--- config.mk ---
export PLATFORM = sky130hd
export DESIGN_NAME = decoder4_16_reg_flat
export DESIGN_NICKNAME = d
export VERILOG_FILES = /design/src/rtl/decode_pkg.sv /design/src/rtl/decoder4_16_reg_if.sv /design/src/rtl/decoder_comb.sv /design/src/rtl/decoder4_16_reg.sv /design/src/flat_wrapper.sv
export SDC_FILE = /design/constraint.sdc
export NUM_CORES = 1
export LEC_CHECK = 0
export CORE_AREA = 3 3 43 45
export DETAILED_ROUTE_END_ITERATION = 7
export DIE_AREA = 0 0 46 48
export PLACE_DENSITY = 0.86
export SYNTH_ARGS = -nofsm -noshare
export SYNTH_HDL_FRONTEND = slang
export SYNTH_SLANG_ARGS = --single-unit
--- constraint.sdc ---
create_clock -name clk -period 1.2 [get_ports clk]
set_clock_uncertainty 0.05 [all_clocks]
set_input_delay 0.24 -clock clk [delete_from_list [all_inputs] [get_ports clk]]
set_output_delay 0.24 -clock clk [all_outputs]
set_load 0.01 [all_outputs]
--- src/rtl/decode_pkg.sv ---
`default_nettype none
// ============================================================================
// Module   : decode_pkg
// Purpose  : Shared definitions for select-line generation blocks.
//            DEC_IN_W  - native binary select width (4 -> 16 selects)
//            DEC_OUT_W - derived one-hot width, 2**DEC_IN_W
//            onehot()  - binary index to one-hot vector
// Revision : 1.0 - initial release
// ============================================================================
package decode_pkg;

   localparam int DEC_IN_W  = 4;
   localparam int DEC_OUT_W = 2 ** DEC_IN_W;

   function automatic logic [DEC_OUT_W-1:0] onehot(input logic [DEC_IN_W-1:0] idx);
      logic [DEC_OUT_W-1:0] v;
      v      = '0;
      v[idx] = 1'b1;
      return v;
   endfunction

endpackage : decode_pkg
`default_nettype wire

--- src/rtl/decoder4_16_reg_if.sv ---
`default_nettype none
// ============================================================================
// Module   : decoder4_16_reg_if
// Purpose  : Select-decoder bus bundle.
//            d, en          - binary index and enable (master -> slave)
//            o              - one-hot decoded select (slave -> master)
//            o_valid, o_idx - registered enable/index aligned with o
//            Modports: master (requester), slave (decoder).
// Revision : 1.0 - initial release
// ============================================================================
interface decoder4_16_reg_if #(
   parameter int IN_W = 4
);
   localparam int OUT_W = 2 ** IN_W;

   logic [IN_W-1:0]  d;
   logic             en;
   logic [OUT_W-1:0] o;
   logic             o_valid;
   logic [IN_W-1:0]  o_idx;

   modport master (
      output d,
      output en,
      input  o,
      input  o_valid,
      input  o_idx
   );

   modport slave (
      input  d,
      input  en,
      output o,
      output o_valid,
      output o_idx
   );

endinterface : decoder4_16_reg_if
`default_nettype wire

--- src/rtl/decoder_comb.sv ---
`default_nettype none
// ============================================================================
// Module   : decoder_comb
// Purpose  : Purely combinational binary -> one-hot decode with enable.
//            d   [IN_W]  - binary index
//            en          - enable; 0 forces an all-zero result
//            hot [OUT_W] - active-high one-hot result
// Revision : 1.0 - initial release
// ============================================================================
module decoder_comb
   import decode_pkg::*;
#(
   parameter int IN_W  = DEC_IN_W,
   parameter int OUT_W = 2 ** IN_W
) (
   input  wire logic [IN_W-1:0]  d,
   input  wire logic             en,
   output logic      [OUT_W-1:0] hot
);

   logic [OUT_W-1:0] w_hot;

   // Native width reuses the shared helper; other widths fall back to a shift.
   generate
      if (IN_W == DEC_IN_W) begin : g_pkg
         assign w_hot = onehot(d);
      end else begin : g_shift
         assign w_hot = {{(OUT_W-1){1'b0}}, 1'b1} << d;
      end
   endgenerate

   // Enable gates the whole vector, so an unknown d with en=0 cannot leak.
   assign hot = en ? w_hot : '0;

endmodule : decoder_comb
`default_nettype wire

--- src/rtl/decoder4_16_reg.sv ---
`default_nettype none
// ============================================================================
// Module   : decoder4_16_reg
// Purpose  : Registered 4-to-16 one-hot decoder with enable, one cycle latency.
//            clk         - system clock, rising edge
//            rst_n       - synchronous active-low reset
//            bus (slave) - d/en in; o/o_valid/o_idx out, all registered
//            IN_W        - select width (output is 2**IN_W wide)
//            ACTIVE_LOW  - 1 inverts the whole output vector
// Revision : 1.0 - initial release
// ============================================================================
module decoder4_16_reg
   import decode_pkg::*;
#(
   parameter int IN_W       = DEC_IN_W,
   parameter bit ACTIVE_LOW = 1'b0
) (
   input  wire logic         clk,
   input  wire logic         rst_n,
   decoder4_16_reg_if.slave  bus
);

   localparam int OUT_W = 2 ** IN_W;

   // Idle pattern; XOR with it applies the polarity to a decoded vector.
   localparam logic [OUT_W-1:0] c_INACTIVE = ACTIVE_LOW ? {OUT_W{1'b1}} : {OUT_W{1'b0}};

   logic [OUT_W-1:0] w_hot;
   logic [OUT_W-1:0] r_o;
   logic             r_valid;
   logic [IN_W-1:0]  r_idx;

   decoder_comb #(
      .IN_W  (IN_W),
      .OUT_W (OUT_W)
   ) u_comb (
      .d   (bus.d),
      .en  (bus.en),
      .hot (w_hot)
   );

   always_ff @(posedge clk) begin
      if (!rst_n) begin
         r_o     <= c_INACTIVE;
         r_valid <= 1'b0;
         r_idx   <= '0;
      end else begin
         r_o     <= w_hot ^ c_INACTIVE;
         r_valid <= bus.en;
         r_idx   <= bus.d;
      end
   end

   assign bus.o       = r_o;
   assign bus.o_valid = r_valid;
   assign bus.o_idx   = r_idx;

endmodule : decoder4_16_reg
`default_nettype wire

--- src/flat_wrapper.sv ---
// flat-port wrapper written by rule: the top's interface ports become plain ports
module decoder4_16_reg_flat import decode_pkg::*;
#(
   parameter int IN_W       = DEC_IN_W,
   parameter bit ACTIVE_LOW = 1'b0
)
  (clk, rst_n, bus_d, bus_en, bus_o, bus_o_valid, bus_o_idx);
  decoder4_16_reg_if #(.IN_W(IN_W)) bus_i ();
  input  wire logic clk;
  input  wire logic rst_n;
  input wire logic [$bits(bus_i.d)-1:0] bus_d;
  input wire logic [$bits(bus_i.en)-1:0] bus_en;
  output wire logic [$bits(bus_i.o)-1:0] bus_o;
  output wire logic [$bits(bus_i.o_valid)-1:0] bus_o_valid;
  output wire logic [$bits(bus_i.o_idx)-1:0] bus_o_idx;
  assign bus_i.d = bus_d;
  assign bus_i.en = bus_en;
  assign bus_o = bus_i.o;
  assign bus_o_valid = bus_i.o_valid;
  assign bus_o_idx = bus_i.o_idx;
  decoder4_16_reg #(.IN_W(IN_W), .ACTIVE_LOW(ACTIVE_LOW)) u_core (.clk(clk), .rst_n(rst_n), .bus(bus_i));
endmodule
After elaboration in Yosys (flattened, before gate mapping)
Cells that the tools add are included.
Widths: inputs -> output; s select.
- flip-flop bits (word level): 21
- latch bits: 0
- bits in writable memories: 0
- bits in read-only memories: 0
- input port bits: 7
- output and inout port bits: 21
- word-level logic and storage cells: 9
- memories kept: 0
- $add $sub $neg: 0
- $mul: 0
- divide/modulo/power cells: 0
- $lt $le $gt $ge: 2
- equality and inequality tests: 0
- shift operators: 0
- muxes and demuxes: 2
- bitwise operators: 0
- reductions and logical operators: 2
- operators by type and width (operator ; count):
    $lt 4x5->1 const B ; 1
    $demux 1 s4 ; 1
    $ge 4x1->1 const B ; 1
    $reduce_and 2->1 ; 1
    $logic_and 1x1->1 ; 1
    $mux 1 ; 1

Longest topological paths before layout
- word-level depth: 4
- mapped depth: 2
- mapped depth without buffers: 2

Modules after synthesis
A second synthesis with hierarchy kept.
- cells, all modules: 67
- area total of the unflattened synthesis: 710.7 um^2
- modules (own cells, without submodules) (module ; instances ; cells an instance ; area an instance (um^2) ; sequential area each (um^2)):
    decoder4_16_reg ; 1 ; 44 ; 593.1 ; 420.4
    decoder_comb ; 1 ; 23 ; 117.6 ; 0.0

Worst setup path before layout
Ideal clock, no wire load.
- path kind: in2reg
- from: in bus_d[3]
- to: reg u_core.r_o[0], in the netlist u_core.bus.o[0]
- library setup time: 0.078 ns
- arrival: 0.610 ns
- data required time: 1.072 ns
- setup slack: 0.462 ns
- stages: 2
- path buffers: 0
- cells stage by stage: nand4bb_2 nor3_1
- cells in the longest elaborated chain, start to end: 4
- elaborated cells on any way between the ends: 5
- classes of those cells: order compare (2); mux (2); reduce/logical (1)
- ends and longest elaborated chain (what ; line ; text):
    start: declaration ; flat_wrapper.sv:11 ; input wire logic [$bits(bus_i.d)-1:0] bus_d;
    $lt 4x5->1 (implied by the code) / $ge 4x1->1 (equally long branches) ; decode_pkg.sv:18 ; v[idx] = 1'b1;
    $logic_and 1x1->1 (implied by the code) ; decode_pkg.sv:18 ;
    $mux 1 (implied by the code) ; decode_pkg.sv:18 ;
    $demux 1 s4 * ; decode_pkg.sv:18 ;
    end signal: assignment ; decoder4_16_reg.sv:44 ; r_o <= c_INACTIVE;
    end signal: assignment ; decoder4_16_reg.sv:48 ; r_o <= w_hot ^ c_INACTIVE;
    end: declaration ; decoder4_16_reg.sv:29 ; logic [OUT_W-1:0] r_o;
Every way passes the cells marked *; elsewhere a longest branch is shown, timed or not.
A chain may end at the register's enable or synchronous reset.

Worst setup path after layout
- from: reg u_core.r_o[15], in the netlist u_core.bus.o[15]
- to: out bus_o[15]
- RTL lines (what ; line ; text):
    end: declaration ; flat_wrapper.sv:13 ; output wire logic [$bits(bus_i.o)-1:0] bus_o;
No word-level cell between the ends.

==> results by group <==
Worst setup path
  • Crit path depth: 1
  • Critical path type: reg -> out
  • Arrival @ worst endpoint: 0.89 ns
  • CP required: ~0.91 ns
  • Startpoint types: flip-flop
  • Critical path peak fanout: 1
  • Critical path's top delay family: flip-flops
  • Cell chain of the critical path: dlygate4sd2_1
  • Worst setup EP type: primary output
  • CP max stage delay: 0.32 ns
  • Worst setup path end: bus_o[15]
  • CP startpoint: u_core.bus.o[15]
  • Crit path buf inv count: 1
  • Slowest-stage cell, CP: dfxtp_1

Synth
  • YS warnings: 0
  • #FFs+latches synth: 21
  • Seq/Total Area, Yosys: just over 70%
  • Post-synthesis cell count: 49
  • Syn Area/Cell: 12.0 um^2
  • Mapped cell area: between 500 and 600 um^2
  • Syn_nets: 56
  • Synth cell types: 11

Final layout
  • Non-Filler Instances: 102
  • Nets: 94
  • Fin util: 62.4%
  • Design Area, Final: ~940 um^2
  • Inserted Diodes: 0
  • Area Growth Syn to Fin: 59.4%
  • Layout cell share with drive strength beyond 1: roughly 22%

Floorplan
  • Die W: about 46 um
  • Die height: 48 um
  • FP Rows: 14
  • Ports: 28
  • Area of the core: 0.00151 mm^2
  • Starting Density: 39.1%
  • Die area: 0.00221 mm^2

CTS
  • H-tree depth: 1
  • CTS clk-pin slew, worst paths: 0.12 ns
  • Clock root cell: clkbuf_4
  • Post-CTS Setup Inserts: 0
  • CTS Sinks: 21
  • CTS buffer count: 3
  • Clock Path Buffers: 2
  • CTS tree: built

STA
  • Time the worst path needs with I/O delays and setup: 1.18 ns
  • Period utilisation layout: 98.0%
  • Setup violations, final: 0
  • RSZ-0062 raised after global routing: no
  • Final hold violations: 0
  • Max Transition Viols Final: 0
  • Total negative slack: 0 ns
  • Max frequency: 850 MHz
  • Slew @ Worst Pin: 0.255 ns
  • Slew margin rel.: 82.9%

Global route
  • Largest net degree at the start of global routing: 13
  • Vias in the first global route: 483
  • Initial antenna violation count: 0
  • GRT overflow: 0
  • GRT Util Overall: 14.4%
  • Global-route wire length before repair: 2.18 mm

Outcome
  • Status: complete, no violations

Drt
  • Residual DRC: 0
  • Wirelength per Cell: between 10 and 15 um
  • Final wirelength: 1.40 mm
  • Routed via count: 502
  • Starting DRT DRC Count: 16
  • Vias per inst: 4.92
  • First-pass iteration count of the detailed router: 4
  • ANT nets after route: 0

Placement
  • Gp weighted congestion: 0.751
  • Hpwl dp: between 1 and 1.5 mm
  • Port-buffer cells: 27
  • Cell Area, Placed: 925 um^2
  • Dpl cells: 98

Min path
  • Hold Crit Class: in -> reg

Power and ir drop
  • Leakage: roughly 0.00039 uW
  • Peak supply drop: 0.793 mV
  • PD cells: about 1200 mW/mm^2

Flow run
  • Max_cap viols: 0
-- per-layer routing --
layer / GRT usage [%] / vias to the layer above / part of all wire (%) / wire [um]
li1: - / 238 / - / -
met1: 14.9 / 239 / 39 / 543
met2: 26.6 / 23 / 54 / 762
met3: 2.26 / 2 / 5.2 / 73
met4: 9.66 / 0 / 1.6 / 22
met5: 0 / - / 0 / 0
-- synth_stat cells --
| library cell | count | area [um^2] |
|---|---|---|
| nand2_1 | 1 | 3.75 |
| nor3_2 | 3 | 30.0 |
| nor3_1 | 1 | 5.00 |
| nor2_1 | 12 | 45.0 |
| and2_2 | 1 | 7.51 |
| nand4b_1 | 2 | 17.5 |
| nand4_1 | 1 | 6.26 |
| nand2b_1 | 2 | 12.5 |
| dfxtp_1 | 21 | 420 |
| nand4bb_2 | 1 | 16.3 |
| and2_1 | 4 | 25.0 |
-- how the worst min path moves through the flow --
stage	from	endpoint	slack, ns	cells past startpoint
after floorplan	bus_d[1]	u_core.bus.o[12]	0.26	1
after global placement	bus_d[2]	u_core.bus.o_idx[2]	0.88	2
after detailed placement	bus_d[2]	u_core.bus.o_idx[2]	0.90	2
after CTS	bus_d[2]	u_core.bus.o_idx[2]	0.58	2
after global routing	bus_d[2]	u_core.bus.o_idx[2]	0.58	2
final	bus_d[2]	u_core.bus.o_idx[2]	0.59	2
-- cells by family after synthesis --
kind of cell	Yosys count	share of synthesized area, %
simple gates	28	28.7
flops	21	71.3
-- cell type report --
class,count,area (um^2)
Clock buffer,3,22.5
Clock inverter,1,5.00
Fill cell,142,567
Multi-Input combinational cell,28,174
Sequential cell,21,420
Tap cell,16,20.0
Timing Repair Buffer,33,298
-- state kept, by name (all words and copies together), names as in the netlist --
register / count
u_core.bus.o_idx: 4
u_core.bus.o: 16
u_core.bus.o_valid: 1
-- where the power goes --
part / switching [uW] / total [uW] / leakage, uW / internal, uW
Combinational: 50.3 / 108 / 0.000206 / 57.2
Clock: 209 / 333 / 0.0000177 / 124
Sequential: 3.09 / 714 / 0.000171 / 711
Total: 262 / 1150 / 0.000395 / 892
-- through the flow --
| stage | setup WS, ns | power, uW | hold WS [ns] |
|---|---|---|---|
| final | 0.0236 | 1150 | 0.590 |
| after floorplan | 0.462 | 760 | 0.259 |
| after global routing | 0.000515 | 1200 | 0.584 |
| after global placement | -0.132 | 839 | 0.878 |
| after detailed placement | -0.301 | 842 | 0.900 |
| after CTS | 0.00228 | 1160 | 0.579 |
-- timing repair --
item	4_1_cts	5_1_grt
gates resized for setup	22	22
hold buffers	0	0
pin swaps	0	0
setup endpoints to repair	21	20
-- cell usage in the layout, fill, tap and decap left out, drive strengths merged --
cell            n
nor3            4
clkdlybuf4s50   6
nor2           12
and2            5
nand4           1
nand4bb         1
clkbuf          6
nand2           1
clkinv          1
dlygate4sd2     2
nand2b          2
nand4b          2
dfxtp          21
clkdlybuf4s15  16
buf             6
Note: power is estimated with default switching activity, not from simulation.
